`config.mk`:
```
export PLATFORM = sky130hd
export DESIGN_NAME = audio_pcm_feeder_flat
export DESIGN_NICKNAME = d
export VERILOG_FILES = /design/src/rtl/audio_pkg.sv /design/src/rtl/audio_pcm_feeder_if.sv /design/src/rtl/audio_sample_fifo.sv /design/src/rtl/audio_pcm_feeder.sv /design/src/flat_wrapper.sv
export SDC_FILE = /design/constraint.sdc
export NUM_CORES = 1
export LEC_CHECK = 0
export BUFFER_PORTS_ARGS = -buffer_cell sky130_fd_sc_hd__buf_2
export CELL_PAD_IN_SITES_DETAIL_PLACEMENT = 1
export CELL_PAD_IN_SITES_GLOBAL_PLACEMENT = 1
export CORE_AREA = 3 3 125 127
export DETAILED_ROUTE_END_ITERATION = 8
export DIE_AREA = 0 0 128 130
export HOLD_SLACK_MARGIN = 0.12
export PLACE_DENSITY = 0.72
export SLEW_MARGIN = 20
export SYNTH_ARGS = -nofsm -noshare
export SYNTH_HDL_FRONTEND = slang
export SYNTH_HIERARCHICAL = 1
export SYNTH_SLANG_ARGS = --single-unit
```
`constraint.sdc`:
```
create_clock -name clk -period 10.6 [get_ports clk]
set_clock_uncertainty 0.2 [all_clocks]
set_input_delay 1.06 -clock clk [delete_from_list [all_inputs] [get_ports clk]]
set_output_delay 1.06 -clock clk [all_outputs]
set_load 0.01 [all_outputs]
```
`src/rtl/audio_pkg.sv`:
```
// Shared types and constants for the PCM-to-PWM audio feeder.
package audio_pkg;

  typedef enum logic [1:0] {
    IDLE  = 2'd0,
    PRIME = 2'd1,
    RUN   = 2'd2
  } state_t;

  localparam int PCM_W     = 8;
  localparam int DUTY_W    = 16;
  localparam int PWM_FRAME = 513;

  // Doubling keeps full-scale at 510, always below the 0..512 PWM frame.
  function automatic logic [DUTY_W-1:0] to_duty(
    input logic [PCM_W-1:0] s
  );
    return {7'b0, s, 1'b0};
  endfunction

endpackage

```
`src/rtl/audio_pcm_feeder_if.sv`:
```
// Sample write port from the bus bridge plus FIFO status back to it.
interface audio_pcm_feeder_if #(
  parameter int DEPTH = 16
);
  import audio_pkg::*;

  logic                   wr_en;
  logic [PCM_W-1:0]       wr_data;
  logic                   full;
  logic                   empty;
  logic [$clog2(DEPTH):0] level;

  modport master (
    output wr_en, wr_data,
    input  full, empty, level
  );

  modport slave (
    input  wr_en, wr_data,
    output full, empty, level
  );

endinterface

```
`src/rtl/audio_sample_fifo.sv`:
```
// Synchronous sample FIFO with flush and registered occupancy.
module audio_sample_fifo
  import audio_pkg::*;
#(
  parameter int DEPTH = 16
) (
  input  logic                   clk,
  input  logic                   rst,
  input  logic                   flush,
  input  logic                   wr,
  input  logic [PCM_W-1:0]       wr_data,
  input  logic                   rd,
  output logic [PCM_W-1:0]       rd_data,
  output logic [$clog2(DEPTH):0] level,
  output logic                   full,
  output logic                   empty
);

  localparam int AW = $clog2(DEPTH);
  localparam int LW = AW + 1;

  logic [PCM_W-1:0] mem [DEPTH];
  logic [AW-1:0]    wptr;
  logic [AW-1:0]    rptr;
  logic             wr_ok;
  logic             rd_ok;

  assign full    = (level == LW'(DEPTH));
  assign empty   = (level == '0);
  assign wr_ok   = wr && !full && !flush;
  assign rd_ok   = rd && !empty && !flush;
  assign rd_data = mem[rptr];

  always_ff @(posedge clk) begin
    if (wr_ok) mem[wptr] <= wr_data;
  end

  always_ff @(posedge clk) begin
    if (rst || flush) begin
      wptr  <= '0;
      rptr  <= '0;
      level <= '0;
    end else begin
      if (wr_ok) wptr <= wptr + 1'b1;
      if (rd_ok) rptr <= rptr + 1'b1;
      level <= level + LW'(wr_ok) - LW'(rd_ok);
    end
  end

endmodule

```
`src/rtl/audio_pcm_feeder.sv`:
```
// PCM sample FIFO + sample-rate divider feeding the PWM duty threshold.
// Optional low-water interrupt: define AUDIO_FEEDER_LOWWATER_EN.
module audio_pcm_feeder
  import audio_pkg::*;
#(
  parameter int SAMPLE_DIV  = PWM_FRAME,
  parameter int DEPTH       = 16,
  parameter int PRIME_LEVEL = 4,
  parameter int LOW_WATER   = 4
) (
  input  logic              clk,
  input  logic              rst,
  input  logic              en,
  input  logic              clr_flags,
  audio_pcm_feeder_if.slave bus,
  output logic              underrun,
  output logic              overflow,
  output logic [DUTY_W-1:0] duty,
  output logic              sample_tick
`ifdef AUDIO_FEEDER_LOWWATER_EN
  ,
  output logic              low_irq
`endif
);

  localparam int LW = $clog2(DEPTH) + 1;
  localparam int DW = $clog2(SAMPLE_DIV);

  if (SAMPLE_DIV < 2 || DEPTH < 4 || (DEPTH & (DEPTH - 1)) != 0 ||
      PRIME_LEVEL < 1 || PRIME_LEVEL > DEPTH ||
      LOW_WATER < 0 || LOW_WATER > DEPTH) begin : g_bad_cfg
    $error("audio_pcm_feeder: illegal parameter set");
  end

  state_t           state;
  state_t           state_nx;
  logic [DW-1:0]    div_cnt;
  logic [PCM_W-1:0] rd_data;
  logic             act;
  logic             tick;
  logic             pop;
  logic             starve;
  logic             ovf_set;

  // en low acts immediately: flush, zero duty, no pop, no flag events.
  assign act     = en && (state != IDLE);
  assign tick    = (state == RUN) && (div_cnt == DW'(SAMPLE_DIV - 1));
  assign pop     = act && tick && !bus.empty;
  assign starve  = act && tick && bus.empty;
  assign ovf_set = act && bus.wr_en && bus.full;

  audio_sample_fifo #(
    .DEPTH (DEPTH)
  ) u_fifo (
    .clk     (clk),
    .rst     (rst),
    .flush   (!act),
    .wr      (act && bus.wr_en),
    .wr_data (bus.wr_data),
    .rd      (pop),
    .rd_data (rd_data),
    .level   (bus.level),
    .full    (bus.full),
    .empty   (bus.empty)
  );

  always_ff @(posedge clk) begin
    if (rst) state <= IDLE;
    else     state <= state_nx;
  end

  always_comb begin
    state_nx = state;
    unique case (state)
      IDLE:    if (en) state_nx = PRIME;
      PRIME:   if (bus.level >= LW'(PRIME_LEVEL)) state_nx = RUN;
      RUN:     if (starve) state_nx = PRIME;
      default: state_nx = IDLE;
    endcase
    if (!en) state_nx = IDLE;
  end

  always_ff @(posedge clk) begin
    if (rst)                             div_cnt <= '0;
    else if (state == RUN && en && !tick) div_cnt <= div_cnt + 1'b1;
    else                                 div_cnt <= '0;
  end

  always_ff @(posedge clk) begin
    if (rst) begin
      duty        <= '0;
      sample_tick <= 1'b0;
      underrun    <= 1'b0;
      overflow    <= 1'b0;
    end else begin
      sample_tick <= pop;
      if (!act)     duty <= '0;
      else if (pop) duty <= to_duty(rd_data);
      underrun <= starve  | (underrun & ~clr_flags);
      overflow <= ovf_set | (overflow & ~clr_flags);
    end
  end

`ifdef AUDIO_FEEDER_LOWWATER_EN
  always_ff @(posedge clk) begin
    if (rst) low_irq <= 1'b0;
    else     low_irq <= (state != IDLE) && (bus.level < LW'(LOW_WATER));
  end
`endif

endmodule

```
`src/flat_wrapper.sv`:
```
// flat-port wrapper written by rule: the top's interface ports become plain ports
module audio_pcm_feeder_flat import audio_pkg::*;
#(
  parameter int SAMPLE_DIV  = PWM_FRAME,
  parameter int DEPTH       = 16,
  parameter int PRIME_LEVEL = 4,
  parameter int LOW_WATER   = 4
)
  (clk, rst, en, clr_flags, underrun, overflow, duty, sample_tick, bus_wr_en, bus_wr_data, bus_full, bus_empty, bus_level);
  audio_pcm_feeder_if #(.DEPTH(DEPTH)) bus_i ();
  input  logic clk;
  input  logic rst;
  input  logic en;
  input  logic clr_flags;
  output logic underrun;
  output logic overflow;
  output logic [DUTY_W-1:0] duty;
  output logic sample_tick;
  input wire logic [$bits(bus_i.wr_en)-1:0] bus_wr_en;
  input wire logic [$bits(bus_i.wr_data)-1:0] bus_wr_data;
  output wire logic [$bits(bus_i.full)-1:0] bus_full;
  output wire logic [$bits(bus_i.empty)-1:0] bus_empty;
  output wire logic [$bits(bus_i.level)-1:0] bus_level;
  assign bus_i.wr_en = bus_wr_en;
  assign bus_i.wr_data = bus_wr_data;
  assign bus_full = bus_i.full;
  assign bus_empty = bus_i.empty;
  assign bus_level = bus_i.level;
  audio_pcm_feeder #(.SAMPLE_DIV(SAMPLE_DIV), .DEPTH(DEPTH), .PRIME_LEVEL(PRIME_LEVEL), .LOW_WATER(LOW_WATER)) u_core (.clk(clk), .rst(rst), .en(en), .clr_flags(clr_flags), .bus(bus_i), .underrun(underrun), .overflow(overflow), .duty(duty), .sample_tick(sample_tick));
endmodule
```
# --- Yosys cells after proc, flatten, opt, wreduce, memory -nomap -nowiden ---
# Memories as Yosys holds them, arrays and structs flattened. A register that Yosys moved wholly into a read port is not among the register bits.
# Cells that the tools add are included.
word_totals:
  register_bits: 28
  ram_bits: 128
  in_bits: 13
  output_inout_bits: 26
  wordCells: 59
  mem_count: 1
memory_table:
  columns: ["name", "depth", "word_bits", "read_ports", "rd_clocked_by_memory_dff", "write_ports", "line_no", "source"]
  rows:
  - ["u_core.u_fifo.mem", 16, 8, 1, 1, 1, "audio_sample_fifo.sv:22", "logic [PCM_W-1:0] mem [DEPTH];"]
classes:
  n_addsub: 5
  order_cmp: 1
  n_eq_ne: 6
  n_mux: 5
  n_bitwise: 8
  n_reduce_logical: 25
op_table:
  columns: ["op", "count"]
  rows:
  - ["1-bit logical AND", 13]
  - ["10-bit by 1-bit adder with 10-bit output, second input constant", 1]
  - ["10-bit equality test, second input constant", 1]
  - ["4-bit by 1-bit adder with 4-bit output, second input constant", 2]
  - ["2-bit one-hot mux with 3 select lines", 1]
  - ["2-bit OR reduction", 3]
  - ["5-bit by 1-bit adder with 5-bit output", 1]
  - ["5-bit equality test, second input constant", 1]
  - ["5-bit by 3-bit >= comparator with 1-bit output, second input constant", 1]
  - ["5-bit zero test", 1]
  - ["5-bit by 1-bit subtractor with 5-bit output", 1]
  - ["1-bit zero test", 4]
  - ["2-bit two-way mux", 2]
  - ["2-bit by 1-bit inequality test with 1-bit output, second input constant", 2]
  - ["1-bit NOT", 4]
  - ["1-bit AND", 2]
  - ["2-bit by 1-bit equality test with 1-bit output, second input constant", 1]
  - ["2-bit equality test, second input constant", 1]
  - ["2-bit zero test", 1]
  - ["1-bit two-way mux", 2]
  - ["1-bit OR", 2]
  - ["2-bit AND reduction", 1]
  - ["2-bit nonzero test", 1]
  - ["1-bit logical OR", 1]

# --- Depth between registers and ports, before layout ---
logic_depth:
  depth_word: 7
  mapped_depth: 17
  depth_no_buf: 16

# --- Cells and area by module ---
# Netlist, hierarchy kept.
modules_own_cells:
  columns: ["mod", "instances", "cells_each", "area_each_um2", "seq_area_each_um2"]
  rows:
  - ["audio_sample_fifo", 1, 312, 5771.8, 4184.0]
  - ["audio_pcm_feeder", 1, 127, 1159.9, 460.4]

# --- Least setup slack after synthesis ---
# No wires, ideal clock.
synth_timing:
  path_type: "input to register"
  startpoint: "input en"
  endpoint: "register u_core.u_fifo.level[4]"
  setup_ns: 0.070
  arrival_ns: 3.474
  t_required_ns: 10.330
  setup_slack_ns: 6.856
  stages: 13
  path_buffers: 1
  path_cell_list: "or4bb_1 > nor4_4 > buf_6 > nand2_1 > nor2_1 > ha_1 > inv_1 > ha_1 > fa_1 > a21oi_1 > nor2_1 > or3_1 > a21oi_1"
synth_between:
  elab_chain_cells: 6
  elab_cells_between_ends: 12
  classes_between: "add/sub (2); reduce/logical (10)"
synth_lines:
  columns: ["element", "line_no", "source"]
  rows:
  - ["start: declaration", "flat_wrapper.sv:13", "input logic en;"]
  - ["1-bit logical AND", "audio_pcm_feeder.sv:46", "assign act = en && (state != IDLE);"]
  - ["1-bit logical AND (2 in series)", "audio_pcm_feeder.sv:48", "assign pop = act && tick && !bus.empty;"]
  - ["named net u_core.pop", "audio_pcm_feeder.sv:41", "logic pop;"]
  - ["1-bit logical AND (2 in series)", "audio_sample_fifo.sv:31", "assign rd_ok = rd && !empty && !flush;"]
  - ["5-bit by 1-bit subtractor with 5-bit output", "audio_sample_fifo.sv:46", "level <= level + LW'(wr_ok) - LW'(rd_ok);"]
  - ["end signal: assignment", "audio_sample_fifo.sv:46", null]
  - ["end: declaration", "audio_sample_fifo.sv:14", "output logic [$clog2(DEPTH):0] level,"]
# The timed path passes the listed nets, and every way through them passes these cells.
# A chain may end at the register's enable or synchronous reset.

# --- Final worst setup path ---
layout_timing:
  startpoint: "register u_core.u_fifo.level[3]"
  endpoint: "register u_core.u_fifo.level[4]"
layout_between:
  elab_chain_cells: 6
  elab_cells_between_ends: 11
  classes_between: "add/sub (2); eq/ne (1); reduce/logical (8)"
layout_lines:
  columns: ["element", "line_no"]
  rows:
  - ["5-bit equality test / 5-bit zero test (equally long branches)", "audio_sample_fifo.sv:28, audio_sample_fifo.sv:29"]
  - ["1-bit zero test (on tied branches)", "audio_sample_fifo.sv:30, audio_sample_fifo.sv:31, audio_pcm_feeder.sv:48"]
  - ["1-bit logical AND (on tied branches)", "audio_sample_fifo.sv:30, audio_pcm_feeder.sv:48"]
  - ["1-bit logical AND (on tied branches)", "audio_sample_fifo.sv:30, audio_sample_fifo.sv:31"]
  - ["5-bit by 1-bit adder with 5-bit output / 1-bit logical AND (equally long branches)", "audio_sample_fifo.sv:46, audio_sample_fifo.sv:31"]
  - ["5-bit by 1-bit subtractor with 5-bit output (*)", "audio_sample_fifo.sv:46"]
# Mark *: on every way between the ends. The rest lies on a longest branch, timed or not.

==> impl.org <==
** Floorplanning
- The floorplan step defined a die boundary enclosing 16640 sq um.
- DIE WIDTH :: 128 microns
- Pin placement for this block handled 39 I/O pins.
- Core ar. :: 14530 sq um
- For this configuration, the core starts out at a cell density of 47.69%.
- Die boundary height :: 130 microns
- Site Rows :: 44

** Synth
- Ys Warns :: 6
- Synth top area share :: 55.45%
- In the synthesized netlist the async set-or-reset flop fraction comes to 0%.
- Among all flip-flop cells after synthesis, the most frequent one is edfxtp_1.
- Counting flops with a built-in enable in the synthesized netlist gives around 130.
- Post-synthesis cell type count :: 51
- In this run, synthesis produced a sequential element count of between 150 and 200.
- Synth area leaders :: edfxtp_1 (55%), dfxtp_1 (12%), mux4_2 (7.8%)
- Counting every instance in the synthesized netlist gives 439.
- Summing every instance area after synthesis gives 6932 sq um.
- Avg Synthesized Cell Area :: about 16 sq um
- Dominant cell type by area after synthesis :: edfxtp_1
- Sequential cells were found to cover 67.00% of the synthesized design area.

** Clocking
- Count of hold-fix buffers inserted at cts :: 0
- The number of setup buffers added after CTS is 0.
- Clock latency on the worst-skew pair :: 0.42 ns
- Total clock sinks :: between 150 and 200
- TritonCTS built the clock tree.
- The number of clock buffers added by TritonCTS is 17.
- The clock passes through at most 2 buffers.
- The clock tree synthesis step divided the H-tree into 4 levels.
- After clock tree synthesis, the clock-pin slew on the worst setup and hold paths is roughly 0.060 ns.
- In this run the clock root is driven by a clkbuf_16.
- Post-CTS resize count :: 0

** Worst setup path
- Startpoint kind of the worst setup timing path :: register
- For the worst setup path, the data arrival time is 4.63 ns.
- Worst EP required :: 10.75 ns
- In this run the critical register-to-register path is launched from u_core/u_fifo/level[3]$_SDFF_PP0_.
- CP startpoint :: u_core/u_fifo/level[3]$_SDFF_PP0_
- STA classifies the critical path endpoint as a register.
- Worst setup path class :: reg -> reg
- Of all nets on the critical path, the largest fanout is 12.

** Min path
- Min-Delay Path Class :: reg -> reg
- The worst hold path begins at u_core/underrun$_SDFF_PP0_.

** Timing
- Slew Limit Fails :: 0
- Unrepaired setup endpoints after global routing :: no
- In this run the tightest slew margin relative to its limit is 33.08%.
- Final Critical Period :: ~4.5 ns
- Final TNS setup :: 0 ns
- Final worst path period share :: 42.31%
- For the pin with the worst max-slew slack, the measured transition is 1.000 ns.
- Hold is met by between 0.2 and 0.3 ns.
- Total of endpoints with negative setup slack in the final report :: 0
- The final hold violation count came to 0.
- Fmax achieved :: approximately 220 MHz
- After layout, the worst setup slack is 6.115 ns.

** Detailed routing
- DRT iter0 DRCs :: 305
- The final layout contains routed wiring with a total length of 14.44 mm.
- Across all layers, the routed design uses 3839 vias.
- In the routed layout, each cell is associated on average with a via count of 5.756.
- Post-DR wirelength/cell :: ~22 microns
- DR pass1 iterations :: 4
- In the routed design, unresolved DRC markers number 0.
- The count of nets left with antenna violations once routing finished came out at 0.

** Place
- Once placement completed, the tool counted placed cells totaling 635.
- Post-DP HPWL :: 9.166 mm
- Final RePlAce weighted congestion :: 0.7400
- Pre-CTS setup slack :: 6.045 ns
- Buffers placed on the I/O ports in this run total 30.

** Power
- Summed over all cells, the static leakage comes to 2.547 nW.
- Power spread over the standard cell area amounts to 169.6 nW/um^2.
- The completed layout was analyzed and its total power is approximately 1.3 mW.
- IR analysis of the VDD net gives a maximum drop of 0.0001069 V.

** Run
- The tool flagged a number of max-cap violations equal to 0.

** Final layout
- Non-filler cells in the finished layout :: between 600 and 700
- Compared with the post-synthesis result, the final layout area differs by 11.84%.
- Final-stage net count :: 497
- Ratio of cells with drive above 1 in the final layout :: 20.70%
- Antenna cells :: 0

** Global routing
- Entering global routing, the biggest net connects 33 pins.
- Global router's overall resource usage :: a little under a fifth
- Number of global-route vias before repair :: 4032
- After global routing the overflow that remains totals 0.
- The initial antenna violation count was 0.
- The first global-routing pass estimated 22.79 mm of wire.

** Status
- The run finished with clean final reports.
-- per-layer routing --
metal,global-route usage [%],routed length [microns],vias up
met2,30.44,7302,77
met5,0,0,-
met1,24.72,6343,2016
met3,3.971,552,18
met4,5.993,242,0
li1,-,-,1728
-- where the power goes --
| part | total, mW | switching, mW | internal [mW] |
|---|---|---|---|
| combinational | 0.0155 | 0.0124 | 0.00313 |
| clock | 0.592 | 0.262 | 0.330 |
| sequential | 0.707 | 0.000347 | 0.707 |
| total | 1.31 | 0.275 | 1.04 |
-- layout make-up --
| cell class | count | area [sq um] |
|---|---|---|
| tap | 184 | 230.2 |
| multi-input combinational | 234 | 2074 |
| sequential | 168 | 4647 |
| clock inverter | 14 | 138.9 |
| inverter | 16 | 60.06 |
| clock buffer | 18 | 429.2 |
| timing repair buffer | 33 | 172.7 |
| fill | 1390 | 6782 |
-- synth_stat cells (2+ instances only) --
cell type / count
a22oi_1: 16
buf_6: 4
nand4_1: 3
dfxtp_1: 40
a21oi_1: 12
buf_1: 3
clkdlybuf4s25_2: 3
mux4_2: 24
clkbuf_1: 6
a21o_1: 2
nor2b_1: 3
nand2b_1: 5
ha_1: 13
xnor2_1: 5
nand3_1: 27
buf_2: 2
xor2_1: 7
and3_1: 3
edfxtp_1: 128
inv_1: 16
mux2i_1: 8
or3_1: 5
buf_4: 9
nor3_1: 7
nor2_1: 30
nand2_1: 19
o31ai_1: 2
nor3b_1: 2
or2_2: 2
mux4_1: 8
o21ai_0: 5
-- sequential cells by signal (all words and copies together) (netlist names), named ones only --
signal               cells
u_core/u_fifo/mem      128
u_core/div_cnt          10
u_core/duty              8
u_core/u_fifo/level      5
u_core/u_fifo/rptr       4
u_core/u_fifo/wptr       4
u_core/state             2
u_core/overflow          1
u_core/sample_tick       1
u_core/underrun          1
-- layout by cell type, fill, tap and decap left out, drive strengths merged, types with 12 or more instances in the layout --
| cell type | instances |
|---|---|
| dfxtp | 40 |
| ha | 13 |
| edfxtp | 128 |
| clkbuf | 18 |
| buf | 33 |
| mux4 | 32 |
| a21oi | 12 |
| nor2 | 30 |
| inv | 23 |
| nand2 | 19 |
| a22oi | 16 |
| nand3 | 27 |
-- cells by family after synthesis --
group | after synthesis | synth area share [%]
flip-flops | 168 | 67.00
AND/OR/NAND/NOR | 121 | 9.368
buffers and inverters | 44 | 3.628
multiplexers | 40 | 11.99
AO/OA/AOI/OAI | 39 | 3.809
adder cells (fa/ha/maj) | 14 | 2.635
XOR/XNOR | 12 | 1.516
other | 1 | 0.05410
-- metrics by stage --
stage                     utilization [%]  instance area [sq um]
final                               53.34                   7752
after global routing                53.34                   7752
after CTS                           53.32                   7750
after detailed placement            49.41                   7182
after global placement              49.41                   7182
after floorplan                         -                   6958
-- worst paths after layout --
kind	slack, ns	cells past startpoint	endpoint
setup / recovery	6.12	16	u_core/u_fifo/level[4]$_SDFF_PP0_
hold / removal	0.28	2	u_core/underrun$_SDFF_PP0_
hold reg to reg	0.28	2	u_core/underrun$_SDFF_PP0_
setup reg to reg	6.12	16	u_core/u_fifo/level[4]$_SDFF_PP0_
-- critical path, stage by stage, from the launching register on --
cell	delay, ns
dfxtp_1	0.38
inv_1	0.09
ha_1	0.19
or4b_1	0.27
inv_1	0.11
or4bb_1	0.54
nor4_4	0.73
nand2_1	0.24
nor2_1	0.18
ha_1	0.14
inv_1	0.04
ha_1	0.19
fa_1	0.40
a21oi_1	0.16
nor2_1	0.07
or3_1	0.34
a21oi_1	0.14
Note: power is estimated with default switching activity, not from simulation.
